$ cat src/rtl/fetch_stage.sv
// rtl/fetch_stage.sv - RV32I instruction-fetch stage with one-entry stall buffer
// Owns the PC, keeps at most one imem request in flight and squashes wrong-path responses on redirect.
module fetch_stage #(
  parameter logic [31:0] RESET_PC  = 32'h0000_0000,
  parameter logic [31:0] NOP_INSTR = 32'h0000_0013
) (
  input  logic        clk,
  input  logic        rst,
  output logic        imem_req,
  output logic [31:0] imem_addr,
  input  logic        imem_gnt,
  input  logic        imem_rvalid,
  input  logic [31:0] imem_rdata,
  input  logic        stall_in,
  input  logic        redirect_valid,
  input  logic [31:0] redirect_addr,
  output logic        valid_out,
  output logic [31:0] instruction_out,
  output logic [31:0] pre_address_out
);

  typedef enum logic {S_ISSUE, S_WAIT} state_t;

  state_t      state, state_next;
  logic [31:0] pc, pc_next;
  logic [31:0] req_pc;
  logic        kill, kill_next;
  logic        buf_valid;
  logic [31:0] buf_instr, buf_addr;
  logic        grant, accept, deliver;

  assign grant   = imem_req & imem_gnt;
  assign accept  = (state == S_WAIT) & imem_rvalid;
  assign deliver = accept & ~kill & ~redirect_valid;

  always_comb begin
    state_next = state;
    pc_next    = pc;
    kill_next  = kill;
    imem_req   = 1'b0;
    imem_addr  = pc;
    case (state)
      S_ISSUE: begin
        imem_req = rst & ~buf_valid;
        if (grant) begin
          state_next = S_WAIT;
          pc_next    = pc + 32'd4;
          kill_next  = 1'b0;
        end
      end
      S_WAIT: begin
        if (accept) begin
          state_next = S_ISSUE;
          kill_next  = 1'b0;
        end
      end
      default: state_next = S_ISSUE;
    endcase
    // A grant in the redirect cycle is wrong-path, as is any response still owed in WAIT.
    if (redirect_valid) begin
      pc_next = redirect_addr & 32'hFFFF_FFFC;
      if (state == S_ISSUE) kill_next = grant;
      else                  kill_next = ~accept;
    end
  end

  always_ff @(posedge clk) begin
    if (!rst) begin
      state           <= S_ISSUE;
      pc              <= RESET_PC;
      req_pc          <= RESET_PC;
      kill            <= 1'b0;
      buf_valid       <= 1'b0;
      buf_instr       <= NOP_INSTR;
      buf_addr        <= RESET_PC;
      valid_out       <= 1'b0;
      instruction_out <= NOP_INSTR;
      pre_address_out <= RESET_PC;
    end else begin
      state <= state_next;
      pc    <= pc_next;
      kill  <= kill_next;
      if (grant) req_pc <= pc;
      if (redirect_valid) begin
        valid_out       <= 1'b0;
        instruction_out <= NOP_INSTR;
        buf_valid       <= 1'b0;
      end else if (stall_in) begin
        if (deliver) begin
          buf_valid <= 1'b1;
          buf_instr <= imem_rdata;
          buf_addr  <= req_pc;
        end
      end else if (buf_valid) begin
        valid_out       <= 1'b1;
        instruction_out <= buf_instr;
        pre_address_out <= buf_addr;
        buf_valid       <= 1'b0;
      end else if (deliver) begin
        valid_out       <= 1'b1;
        instruction_out <= imem_rdata;
        pre_address_out <= req_pc;
      end else begin
        valid_out       <= 1'b0;
        instruction_out <= NOP_INSTR;
      end
    end
  end

endmodule

$ cat config.mk
export PLATFORM = sky130hd
export DESIGN_NAME = fetch_stage
export DESIGN_NICKNAME = d
export VERILOG_FILES = /design/src/rtl/fetch_stage.sv
export SDC_FILE = /design/constraint.sdc
export NUM_CORES = 1
export LEC_CHECK = 0
export BUFFER_PORTS_ARGS = -buffer_cell sky130_fd_sc_hd__clkbuf_2
export CORE_UTILIZATION = 49
export DETAILED_ROUTE_END_ITERATION = 6
export GPL_ROUTABILITY_DRIVEN = 0
export PLACE_DENSITY = 0.76
export SYNTH_ARGS = -nofsm -noshare
export SYNTH_HDL_FRONTEND = slang
export SYNTH_SLANG_ARGS = --single-unit
export TNS_END_PERCENT = 30
$ cat constraint.sdc
create_clock -name clk -period 1.8 [get_ports clk]
set_input_delay 0.09 -clock clk [delete_from_list [all_inputs] [get_ports clk]]
set_output_delay 0.09 -clock clk [all_outputs]
set_load 0.02 [all_outputs]
==> qor.txt <==
===============================================================================================
Buffer levels on the longest clock path ..........................................            2
Max stage delay cell, worst path ................................................. sky130_fd_sc_hd__or4_4
Post-route setup TNS .............................................................   -0.0225 ns
Final worst-path cycle share .....................................................         101%
Die H ............................................................................       128 um
Area enclosed by the die boundary ................................................   16500 um^2
Worst-case clock skew ............................................................   0.00797 ns
Maximum number of pins on one net before global-route repair .....................           61
Failing checks ................................................................... negative setup slack
Sequential share of power ........................................................        48.6%
Fraction of registers with async set/reset .......................................           0%
Standard-cell rows ...............................................................           45
Final net count ..................................................................         1235
Most frequently used flop master after synthesis ................................. sky130_fd_sc_hd__dfxtp_1
Layout cells sized above 1 .......................................................        26.3%
Gate Count Post-Synth ............................................................          931
Worst Path Class, Setup .......................................................... register to register
Combinational Power Share ........................................................         9.8%
Area of the core .................................................................   15400 um^2
Crit path capture type ...........................................................     register
Leading cell types by total area after synthesis ................................. sky130_fd_sc_hd__dfxtp_1 (48%), sky130_fd_sc_hd__nand2_1 (11%), sky130_fd_sc_hd__a21oi_1 (6.6%)
Effective utilization at floorplan ...............................................        50.9%
Maximum vdd drop .................................................................   0.000594 V
Area added between synthesis and finish ..........................................        33.3%
Maximum capacitance violations ...................................................            0
Total Wirelength .................................................................     21700 um
Instance count along the most critical hold path .................................            5
Number of iterations in the first detailed-routing pass ..........................            5
Routed via count divided by cell count ...........................................         5.51
FF-to-FF Start ................................................................... buf_valid$_SDFFE_PP0P_
Critical path, cell by cell ...................................................... nand4bb_2, or4_4, or3_1, a31oi_1
Fraction of power spent switching nets ...........................................        25.2%
Clock insertion delay at the later pin of the skew report ........................      0.42 ns
Layout Utilization ...............................................................        67.9%
Area fraction of the dominant cell type after synthesis ..........................        48.1%
End of the worst hold path ....................................................... imem_addr[21]$_SDFFE_PN0P_
Mean instance size in the synthesized netlist ....................................    8.41 um^2
Crit path time final .............................................................      1.82 ns
CP required ......................................................................      2.15 ns
Multi-input combinational cell area ..............................................    3820 um^2
Number of synthesized flops with an enable pin ...................................            0
Arrival time at the worst endpoint ...............................................      2.17 ns
Setup violation total in the final timing report .................................            2
Via count of the first global-routing pass .......................................         6990
Clock tree from TritonCTS ........................................................         done
Leakage power summed over all cells ..............................................   0.00386 uW
Transition time at the pin with the least slew margin ............................     0.722 ns
Initial detailed-routing violation count .........................................          524
Total routing resource utilization after global routing ..........................        26.7%
Pwr per Cell Area ................................................................  853 nW/um^2
Run status ....................................................................... complete, but fails checks
Area taken by flip-flops and latches .............................................    3790 um^2
Post-synthesis cell area .........................................................    7830 um^2
Internal power summed over all cells .............................................      6650 uW
Post-Route Hold Slack ............................................................    0.0171 ns
Worst setup SP type ..............................................................     register
Boundary pin count ...............................................................          168
Clock Sinks ......................................................................          188
Count of pins over their slew limit ..............................................            0
Clock network fraction of total power ............................................        41.6%
Hold Vio Cnt, Final ..............................................................            0
Total buffers and inverters traversed by the critical path .......................            0
Wire length of the first global-routing pass .....................................     34800 um
Die X-Extent .....................................................................       128 um
Final worst slack ................................................................   -0.0151 ns
Count of cell types in the netlist ...............................................           52
Post-route cell area .............................................................   10400 um^2
Maximum clock frequency ..........................................................    0.551 GHz
Count of port buffers added during placement .....................................          161
Reg2Reg Depth ....................................................................            4
Number of buffers added by the clock tree synthesis step .........................           17
Capture point of the worst reg-to-reg path ....................................... imem_addr[15]$_SDFFE_PN0P_
Wire per inst ....................................................................      15.6 um
Count of antenna-violating nets left after detailed routing ......................            0
Headroom to the max-slew limit ...................................................        51.8%
Number of antenna violations at the first check in global routing ................            0
Worst Min Path Start ............................................................. redirect_addr[21]
Number of storage elements in the synthesis netlist ..............................          188
Root cell of the clock tree ...................................................... sky130_fd_sc_hd__clkbuf_16
Worst setup timing slack at the placement stage ..................................   -0.0381 ns
Delay-heaviest family, CP ........................................................ simple AND/OR/NAND/NOR gates
Power dissipated by switching net loads ..........................................      2240 uW
Register-to-register path setup slack ............................................     -0.02 ns
Setup repair after global routing missed its margin ..............................         true
Kind of path behind the tightest hold check ...................................... primary input to register
Post-synthesis sequential area ratio .............................................        48.1%
CP peak stage delay ..............................................................      0.58 ns
Syn. warnings ....................................................................            0
Remaining Overflow, GRT ..........................................................            0
Critical path peak fanout ........................................................            4
Number of fill cells in the layout ...............................................         1197
Vias post-DR .....................................................................         7653
Largest area contributor in the synthesized netlist .............................. sky130_fd_sc_hd__dfxtp_1
Clock input transition at the sequential cells of the worst setup and hold paths .      0.07 ns
Drc violations ...................................................................            0
Maximum level of the CTS H-tree ..................................................            4
Detailed-placement wirelength estimate ...........................................     13800 um
Post-DP Area .....................................................................    9210 um^2
===============================================================================================
sequential cells by signal, summed over array words and instances (netlist names), 30 cells and up:
| signal | flops |
|---|---|
| instruction_out | 32 |
| buf_instr | 32 |
| buf_addr | 30 |
| imem_addr | 30 |
| req_pc | 30 |
| pre_address_out | 30 |
worst reg2reg max path, cell delays in order (launching register included):
cell                        delay (ns)
sky130_fd_sc_hd__dfxtp_4          0.34
sky130_fd_sc_hd__nand4bb_2        0.29
sky130_fd_sc_hd__or4_4            0.58
sky130_fd_sc_hd__or3_1            0.36
sky130_fd_sc_hd__a31oi_1          0.17
metrics by stage:
stage / total power [uW] / cells
after global routing: 9190 / 1388
after global placement: 5150 / 1294
after CTS: 8900 / 1385
after detailed placement: 5150 / 1294
after floorplan: 4820 / 934
final: 8900 / 1389
synthesized netlist by cell type (8+ instances only):
| master | instances |
|---|---|
| sky130_fd_sc_hd__nand2_1 | 221 |
| sky130_fd_sc_hd__dfxtp_1 | 188 |
| sky130_fd_sc_hd__a21oi_1 | 104 |
| sky130_fd_sc_hd__nor2_1 | 61 |
| sky130_fd_sc_hd__clkbuf_1 | 55 |
| sky130_fd_sc_hd__mux2i_1 | 41 |
| sky130_fd_sc_hd__o21ai_0 | 33 |
| sky130_fd_sc_hd__a211oi_1 | 32 |
| sky130_fd_sc_hd__mux2_2 | 22 |
| sky130_fd_sc_hd__a22oi_1 | 19 |
| sky130_fd_sc_hd__nor3_1 | 12 |
| sky130_fd_sc_hd__nand3_1 | 11 |
| sky130_fd_sc_hd__nand4_1 | 11 |
| sky130_fd_sc_hd__and3_1 | 9 |
| sky130_fd_sc_hd__buf_2 | 8 |
power groups by stage:
stage	Clock [uW]	Combinational [uW]	Sequential, uW
6_report	3700	876	4320
5_1_grt	3920	943	4330
4_1_cts	3740	849	4320
3_5_place_dp	0	744	4410
3_3_place_gp	0	738	4410
2_1_floorplan	0	330	4490
placed cells by master, fill, tap and decap left out, drive strengths merged, types with 19 or more instances in the layout:
cell type,instances
nand2,221
mux2i,41
mux2,22
a22oi,19
clkbuf,181
dlygate4sd3,59
o21ai,33
nor2,61
buf,65
dfxtp,188
a21oi,104
a211oi,33
worst max path at each step:
stage | startpoint | end | slack [ns] | cells after the start
finish | buf_valid$_SDFFE_PP0P_ | imem_addr[15]$_SDFFE_PN0P_ | -0.02 | 4
floorplan | imem_addr[6]$_SDFFE_PN0P_ | imem_addr[22]$_SDFFE_PN0P_ | 0.005 | 4
global route | imem_addr[2]$_SDFFE_PN0P_ | imem_addr[22]$_SDFFE_PN0P_ | -0.09 | 5
detailed placement | imem_addr[8]$_SDFFE_PN0P_ | imem_addr[22]$_SDFFE_PN0P_ | -0.04 | 4
CTS | imem_addr[8]$_SDFFE_PN0P_ | imem_addr[22]$_SDFFE_PN0P_ | 0.007 | 4
global placement | imem_addr[8]$_SDFFE_PN0P_ | imem_addr[22]$_SDFFE_PN0P_ | -0.01 | 4
layer usage:
metal | share of wire [%] | GRT usage [%] | wire, um
met5 | 0 | 0 | 0
met4 | 2.1 | 9.00 | 456
met3 | 6.1 | 5.78 | 1320
met2 | 46 | 41.6 | 10100
met1 | 45 | 36.6 | 9880
area by class of cell:
cell class | instances | share of cell area [%]
Antenna cell | 1 | 0.0240
Clock buffer | 20 | 4.38
Clock inverter | 12 | 1.22
Inverter | 3 | 0.132
Multi-Input combinational cell | 669 | 36.6
Sequential cell | 188 | 36.3
Tap cell | 211 | 2.53
Timing Repair Buffer | 285 | 18.8
kinds of logic after synthesis:
kind of cell             Yosys count  share of synthesized area (%)
XOR/XNOR                          11                           1.23
flip-flops                       188                           48.1
adder cells (fa/ha/maj)            1                          0.160
buffers and inverters             77                           4.01
AND/OR/NAND/NOR                  371                           21.2
other                              1                         0.0479
AO/OA/AOI/OAI                    219                           16.9
multiplexers                      63                           8.41
repair_timing:
action                                  CTS  global route
hold buffers                             59             0
resized for setup                         1             3
pin swaps                                 0             2
hold endpoints to repair                 68             0
setup buffers                             0             3
endpoints found under the setup margin    4             9
Note: power is estimated with default switching activity, not from simulation.
